### src/rtl/secded_dec_pipe.sv
// secded_dec_pipe: two-stage extended-Hamming SECDED decoder with valid/ready
// flow control and saturating corrected/fatal event counters.
//
// Ports:
//   clk, reset        rising-edge clock, synchronous active-high reset
//   i_valid/o_ready   upstream handshake for i_code
//   i_code            received codeword (bit 0 = overall parity, bit k = position k)
//   o_valid/i_ready   downstream handshake for the decoded result
//   o_data            corrected data (raw extraction when fatal)
//   o_err_corr        single error corrected
//   o_err_detec       any error detected
//   o_err_fatal       uncorrectable error
//   o_err_pos         syndrome (flipped position when corrected)
//   i_clr_cnt         synchronous clear of both counters (wins over increment)
//   o_corr_cnt        saturating count of corrected words delivered
//   o_fatal_cnt       saturating count of fatal words delivered
module secded_dec_pipe #(
    parameter  int unsigned DATA_W = 128,
    parameter  int unsigned CNT_W  = 16,
    // Smallest P with 2**P >= DATA_W+P+1 is either clog2(DATA_W+1) or one more.
    localparam int unsigned LOG_D  = $clog2(DATA_W + 1),
    localparam int unsigned PAR_W  = (((32'd1 << LOG_D) - LOG_D - 1) >= DATA_W) ? LOG_D : LOG_D + 1,
    localparam int unsigned CODE_W = DATA_W + PAR_W + 1
) (
    input  logic              clk,
    input  logic              reset,
    input  logic              i_valid,
    output logic              o_ready,
    input  logic [CODE_W-1:0] i_code,
    output logic              o_valid,
    input  logic              i_ready,
    output logic [DATA_W-1:0] o_data,
    output logic              o_err_corr,
    output logic              o_err_detec,
    output logic              o_err_fatal,
    output logic [PAR_W-1:0]  o_err_pos,
    input  logic              i_clr_cnt,
    output logic [CNT_W-1:0]  o_corr_cnt,
    output logic [CNT_W-1:0]  o_fatal_cnt
);

    localparam logic [CNT_W-1:0] CNT_MAX = '1;

    logic              stall;
    logic              out_hs;

    logic [PAR_W-1:0]  syn_c;
    logic              par_c;

    logic              s1_valid;
    logic [PAR_W-1:0]  s1_syn;
    logic              s1_par;
    logic [CODE_W-1:0] s1_code;

    logic              in_range_c;
    logic              corr_c;
    logic              fatal_c;
    logic [CODE_W-1:0] fixed_c;
    logic [DATA_W-1:0] data_c;

    // Whole pipeline freezes while the output is offered but not taken.
    assign stall   = o_valid & ~i_ready;
    assign o_ready = ~stall;
    assign out_hs  = o_valid & i_ready;

    // Syndrome: XOR of the indices of all set positions.
    always_comb begin
        syn_c = '0;
        for (int unsigned k = 1; k < CODE_W; k++) begin
            if (i_code[k]) begin
                syn_c = syn_c ^ PAR_W'(k);
            end
        end
    end

    assign par_c = ^i_code;

    // Stage 1: syndrome, overall parity and raw codeword.
    always_ff @(posedge clk) begin
        if (reset) begin
            s1_valid <= 1'b0;
            s1_syn   <= '0;
            s1_par   <= 1'b0;
            s1_code  <= '0;
        end else if (!stall) begin
            s1_valid <= i_valid;
            if (i_valid) begin
                s1_syn  <= syn_c;
                s1_par  <= par_c;
                s1_code <= i_code;
            end
        end
    end

    // Classification, single-bit repair and data extraction.
    always_comb begin
        in_range_c = 32'(s1_syn) < CODE_W;
        corr_c     = s1_par & in_range_c;
        fatal_c    = s1_par ? ~in_range_c : (s1_syn != '0);
        fixed_c    = s1_code;
        data_c     = '0;
        if (corr_c) begin
            for (int unsigned k = 1; k < CODE_W; k++) begin
                if (32'(s1_syn) == k) begin
                    fixed_c[k] = ~s1_code[k];
                end
            end
        end
        // Non-power-of-two positions carry data in ascending order.
        for (int unsigned k = 1, d = 0; k < CODE_W; k++) begin
            if ((k & (k - 1)) != 0) begin
                data_c[d] = fixed_c[k];
                d++;
            end
        end
    end

    // Stage 2: registered outputs, loaded only for valid stage-1 words.
    always_ff @(posedge clk) begin
        if (reset) begin
            o_valid     <= 1'b0;
            o_data      <= '0;
            o_err_corr  <= 1'b0;
            o_err_detec <= 1'b0;
            o_err_fatal <= 1'b0;
            o_err_pos   <= '0;
        end else if (!stall) begin
            o_valid <= s1_valid;
            if (s1_valid) begin
                o_data      <= data_c;
                o_err_corr  <= corr_c;
                o_err_detec <= corr_c | fatal_c;
                o_err_fatal <= fatal_c;
                o_err_pos   <= s1_syn;
            end
        end
    end

    // Saturating event counters, bumped on output handshake.
    always_ff @(posedge clk) begin
        if (reset || i_clr_cnt) begin
            o_corr_cnt  <= '0;
            o_fatal_cnt <= '0;
        end else if (out_hs) begin
            if (o_err_corr && (o_corr_cnt != CNT_MAX)) begin
                o_corr_cnt <= o_corr_cnt + CNT_W'(1);
            end
            if (o_err_fatal && (o_fatal_cnt != CNT_MAX)) begin
                o_fatal_cnt <= o_fatal_cnt + CNT_W'(1);
            end
        end
    end

endmodule

### config.mk
export PLATFORM = sky130hd
export DESIGN_NAME = secded_dec_pipe
export DESIGN_NICKNAME = d
export VERILOG_FILES = /design/src/rtl/secded_dec_pipe.sv
export SDC_FILE = /design/constraint.sdc
export NUM_CORES = 1
export LEC_CHECK = 0
export CAP_MARGIN = 20
export CORE_MARGIN = 5
export CORE_UTILIZATION = 30
export CTS_BUF_LIST = sky130_fd_sc_hd__clkbuf_16
export CTS_CLUSTER_SIZE = 28
export DETAILED_ROUTE_END_ITERATION = 6
export PLACE_DENSITY_LB_ADDON = 0.05
export SLEW_MARGIN = 20
export SYNTH_ARGS = -nofsm -noshare
export SYNTH_HDL_FRONTEND = slang
export SYNTH_SLANG_ARGS = --single-unit
export TNS_END_PERCENT = 100
### constraint.sdc
create_clock -name clk -period 2.85 [get_ports clk]
set_input_delay 0.57 -clock clk [delete_from_list [all_inputs] [get_ports clk]]
set_output_delay 0.57 -clock clk [all_outputs]
set_load 0.05 [all_outputs]
==> impl_summary.log <==
[metrics] status: finished, final reports clean
[metrics] vertical die dimension: 235 um
[metrics] residual DRC count: 0
[metrics] Clock Skew: 12.6 ps
[metrics] worst vdd ir: 314 uV
[metrics] cell chain of the critical path: clkdlybuf4s50_1 > xnor2_1 > xnor2_1 > xnor3_1 > xnor2_1 > buf_4 > xnor2_1 > xnor3_1 > o31ai_1
[metrics] type of the tightest min-delay check: reg2reg
[metrics] number of nets in the finished design: 2,418
[metrics] GRT overflow: 0
[metrics] average vias per placed instance: 4.74
[metrics] total core area: 50,100 um^2
[metrics] number of rows in the core area: 82
[metrics] unrepaired setup endpoints after global routing: false
[metrics] placed wire-length estimate: 45,100 um
[metrics] power per unit of standard cell area: 680 nW/um^2
[metrics] total clock sinks: 310
[metrics] number of hold-repair buffers added at the cts stage: 0
[metrics] drt pass-1 iters: 5
[metrics] worst max-slew margin expressed relative to the limit: 0.552
[metrics] weighted congestion at the end of routability-driven global placement: 0.816
[metrics] flip-flop cell with the highest count after synthesis: sky130_fd_sc_hd__dfxtp_1
[metrics] via count: 14,100
[metrics] Post-Syn Area per Cell: 8.27 um^2
[metrics] Warnings, synthesis: 0
[metrics] Worst Path Arrival: 3250 ps
[metrics] most common cell after layout, fill and taps aside: sky130_fd_sc_hd__nand2_1
[metrics] Skew-Pair Late Insertion Delay: 550 ps
[metrics] post-route design area: 21,600 um^2
[metrics] kind of cell adding the most delay to the critical path: XOR/XNOR gates
[metrics] number of buffers created by CTS: 39
[metrics] number of routed nets with antenna violations: 0
[metrics] cell chosen for the clock root: sky130_fd_sc_hd__clkbuf_16
[metrics] largest fanout on the critical path: 3
[metrics] H-tree depth reported by CTS: 2
[metrics] Worst-path clk slew: 60 ps
[metrics] initial antenna violation count: 1
[metrics] global-route usage over all layers: 0.211
[metrics] cell area after technology mapping: 15,200 um^2
[metrics] Tightest Pin Transition: 670 ps
[metrics] kind of start point of the critical path: input port
[metrics] number of synthesized flops with an enable pin: 0
[metrics] count of buffers inserted at the top-level ports: 314
[metrics] Buffers & Inverters on Critical Path: 2
[metrics] chip width: 235 um
[metrics] Mapped Nets: 1,979
[metrics] Slew Limit Fails: 0
[metrics] fraction of layout cells with a size suffix above 1: 0.117
[metrics] Lkg Pwr: 7.81 nW
[metrics] TritonCTS clock tree: done
[metrics] synthesized flop and latch total: 310
[metrics] critical path capture point type: register
[metrics] Crit path top cell by count: sky130_fd_sc_hd__xnor2_1
[metrics] dpl cell area: 20,500 um^2
[metrics] full die area: 55,200 um^2
[metrics] Layout area overhead: 42.2%
[metrics] Max-cap violations: 0
[metrics] commonest non-fill, non-tap cells in the layout: sky130_fd_sc_hd__nand2_1, sky130_fd_sc_hd__clkdlybuf4s50_1, sky130_fd_sc_hd__dfxtp_1
[metrics] routed length per placed instance: 20.4 um
[metrics] final setup violation count: 0
[metrics] number of global-route vias before repair: 13,600
[metrics] post-cts repair resize count: 0
[metrics] CP peak stage delay: 540 ps
[metrics] num ports: 315
[metrics] final wirelength: 60,700 um
[metrics] part of the Yosys area used for sequential elements: 0.409
[metrics] initial core utilization: 0.303
[metrics] Post-synth ARST share: 0
[metrics] maximum clock frequency: 360 MHz
[metrics] initial drt markers: 850
[metrics] first-pass GRT wire length: 89,500 um
[metrics] number of hold-slack violations in the final timing report: 0
[metrics] kind of critical path: in2reg
[metrics] maximum number of pins on one net before global-route repair: 122
[metrics] shortest period the worst path allows: 2780 ps
[metrics] final critical-path share of the clock period: 0.974
[metrics] count of cell types in the netlist: 36
[metrics] CTS max path bufs: 3
[metrics] CP Data Required Time: 3320 ps
[metrics] total negative setup slack: 0 ps
[metrics] highest-delay cell along the critical path: sky130_fd_sc_hd__clkdlybuf4s50_1
[metrics] post-synthesis instance total: 1,835
[metrics] buffers inserted during post-CTS setup optimization: 0
[through the flow]
step	setup slack [ps]	power (mW)	std cells	util	hold WS, ps
2_1_floorplan	322	8.17	1835	-	441
3_3_place_gp	-416	10.3	2905	0.409	447
3_5_place_dp	-393	10.4	2905	0.409	454
4_1_cts	160	14.9	2969	0.431	460
5_1_grt	21.7	15.4	2970	0.431	477
6_report	74.0	14.7	2971	0.431	455
[cell usage after synthesis, types with 2 or more instances]
| cell | n | area, um^2 |
|---|---|---|
| sky130_fd_sc_hd__or2_2 | 2 | 12.5 |
| sky130_fd_sc_hd__dfxtp_1 | 310 | 6210 |
| sky130_fd_sc_hd__a311oi_1 | 46 | 403 |
| sky130_fd_sc_hd__mux2i_1 | 2 | 20.0 |
| sky130_fd_sc_hd__and3_1 | 10 | 62.6 |
| sky130_fd_sc_hd__nor3_1 | 8 | 40.0 |
| sky130_fd_sc_hd__nand4_1 | 9 | 56.3 |
| sky130_fd_sc_hd__ha_1 | 2 | 25.0 |
| sky130_fd_sc_hd__xnor3_1 | 16 | 360 |
| sky130_fd_sc_hd__o31ai_1 | 2 | 15.0 |
| sky130_fd_sc_hd__and2_1 | 9 | 56.3 |
| sky130_fd_sc_hd__xnor2_2 | 3 | 48.8 |
| sky130_fd_sc_hd__a21oi_1 | 144 | 721 |
| sky130_fd_sc_hd__nor2_1 | 194 | 728 |
| sky130_fd_sc_hd__nand2_1 | 367 | 1380 |
| sky130_fd_sc_hd__xnor2_1 | 219 | 1920 |
| sky130_fd_sc_hd__clkbuf_1 | 120 | 450 |
| sky130_fd_sc_hd__nand3_1 | 29 | 145 |
| sky130_fd_sc_hd__nor4_1 | 2 | 12.5 |
| sky130_fd_sc_hd__or3_1 | 46 | 288 |
| sky130_fd_sc_hd__a211oi_1 | 87 | 653 |
| sky130_fd_sc_hd__buf_1 | 10 | 37.5 |
| sky130_fd_sc_hd__nand2b_1 | 6 | 37.5 |
| sky130_fd_sc_hd__a31oi_1 | 3 | 18.8 |
| sky130_fd_sc_hd__xor2_1 | 122 | 1070 |
| sky130_fd_sc_hd__and4_1 | 3 | 26.3 |
| sky130_fd_sc_hd__o21ai_0 | 46 | 230 |
| sky130_fd_sc_hd__inv_1 | 5 | 18.8 |
| sky130_fd_sc_hd__nor2b_1 | 6 | 37.5 |
[worst paths after layout]
check,depth (start not counted),from,to,slack (ps)
worst max-delay path,9,i_code[41],s1_par,70
worst min-delay path,2,o_err_pos[6],o_err_pos[6],460
worst max register to register,8,s1_syn[0],o_data[18],410
worst min register to register,2,o_err_pos[6],o_err_pos[6],460
[layer usage]
metal | vias to the layer above | part of all wire | wire [um] | track usage
met1 | 6665 | 0.46 | 28000 | 0.289
met5 | - | 0 | 0 | 0
li1 | 7007 | - | - | -
met4 | 0 | 0.028 | 1710 | 0.0634
met3 | 77 | 0.043 | 2580 | 0.0324
met2 | 348 | 0.47 | 28400 | 0.347
[cell families (layout without fill, tap and decap cells)]
logic type                 count (synthesis)  after routing  synth area share
and+or+nand+nor                          693            693             0.191
xor gates and xnor gates                 362            362             0.227
AOI/OAI and AO/OA                        331            331             0.136
DFF                                      310            310             0.409
buffers and inverters                    135            597            0.0334
adders and majority gates                  2              2           0.00165
muxes                                      2              2           0.00132
other                                      0              2                 0
[state kept, by name, indices dropped and copies added (netlist names), 8 cells and up]
signal       count
o_data         128
s1_syn           8
o_err_pos        8
o_corr_cnt      16
o_fatal_cnt     16
s1_code        128
[worst register-to-register path, cell delays in order, from the launching register on]
cell and delay, ps:
sky130_fd_sc_hd__dfxtp_1 390, sky130_fd_sc_hd__o31ai_1 320, sky130_fd_sc_hd__a21boi_1 150, sky130_fd_sc_hd__nor4b_2 300, sky130_fd_sc_hd__buf_4 180, sky130_fd_sc_hd__nand2_1 110, sky130_fd_sc_hd__buf_4 240, sky130_fd_sc_hd__or3_1 360
sky130_fd_sc_hd__a311oi_1 290
[cell type report]
type,instances,area (um^2)
fillers,5146,28500
multi-input cells,1390,8470
well taps,672,841
clock inverters,25,101
flip-flops and latches,310,6210
clock buffers,39,976
diodes,2,5.00
inverters,5,18.8
repair buffers,528,4950
[report_power, final]
group          internal, mW  switching [mW]
sequential             4.64           0.237
combinational          2.60            2.81
clock                  2.45            1.93
(Power assumes the default switching activity.)
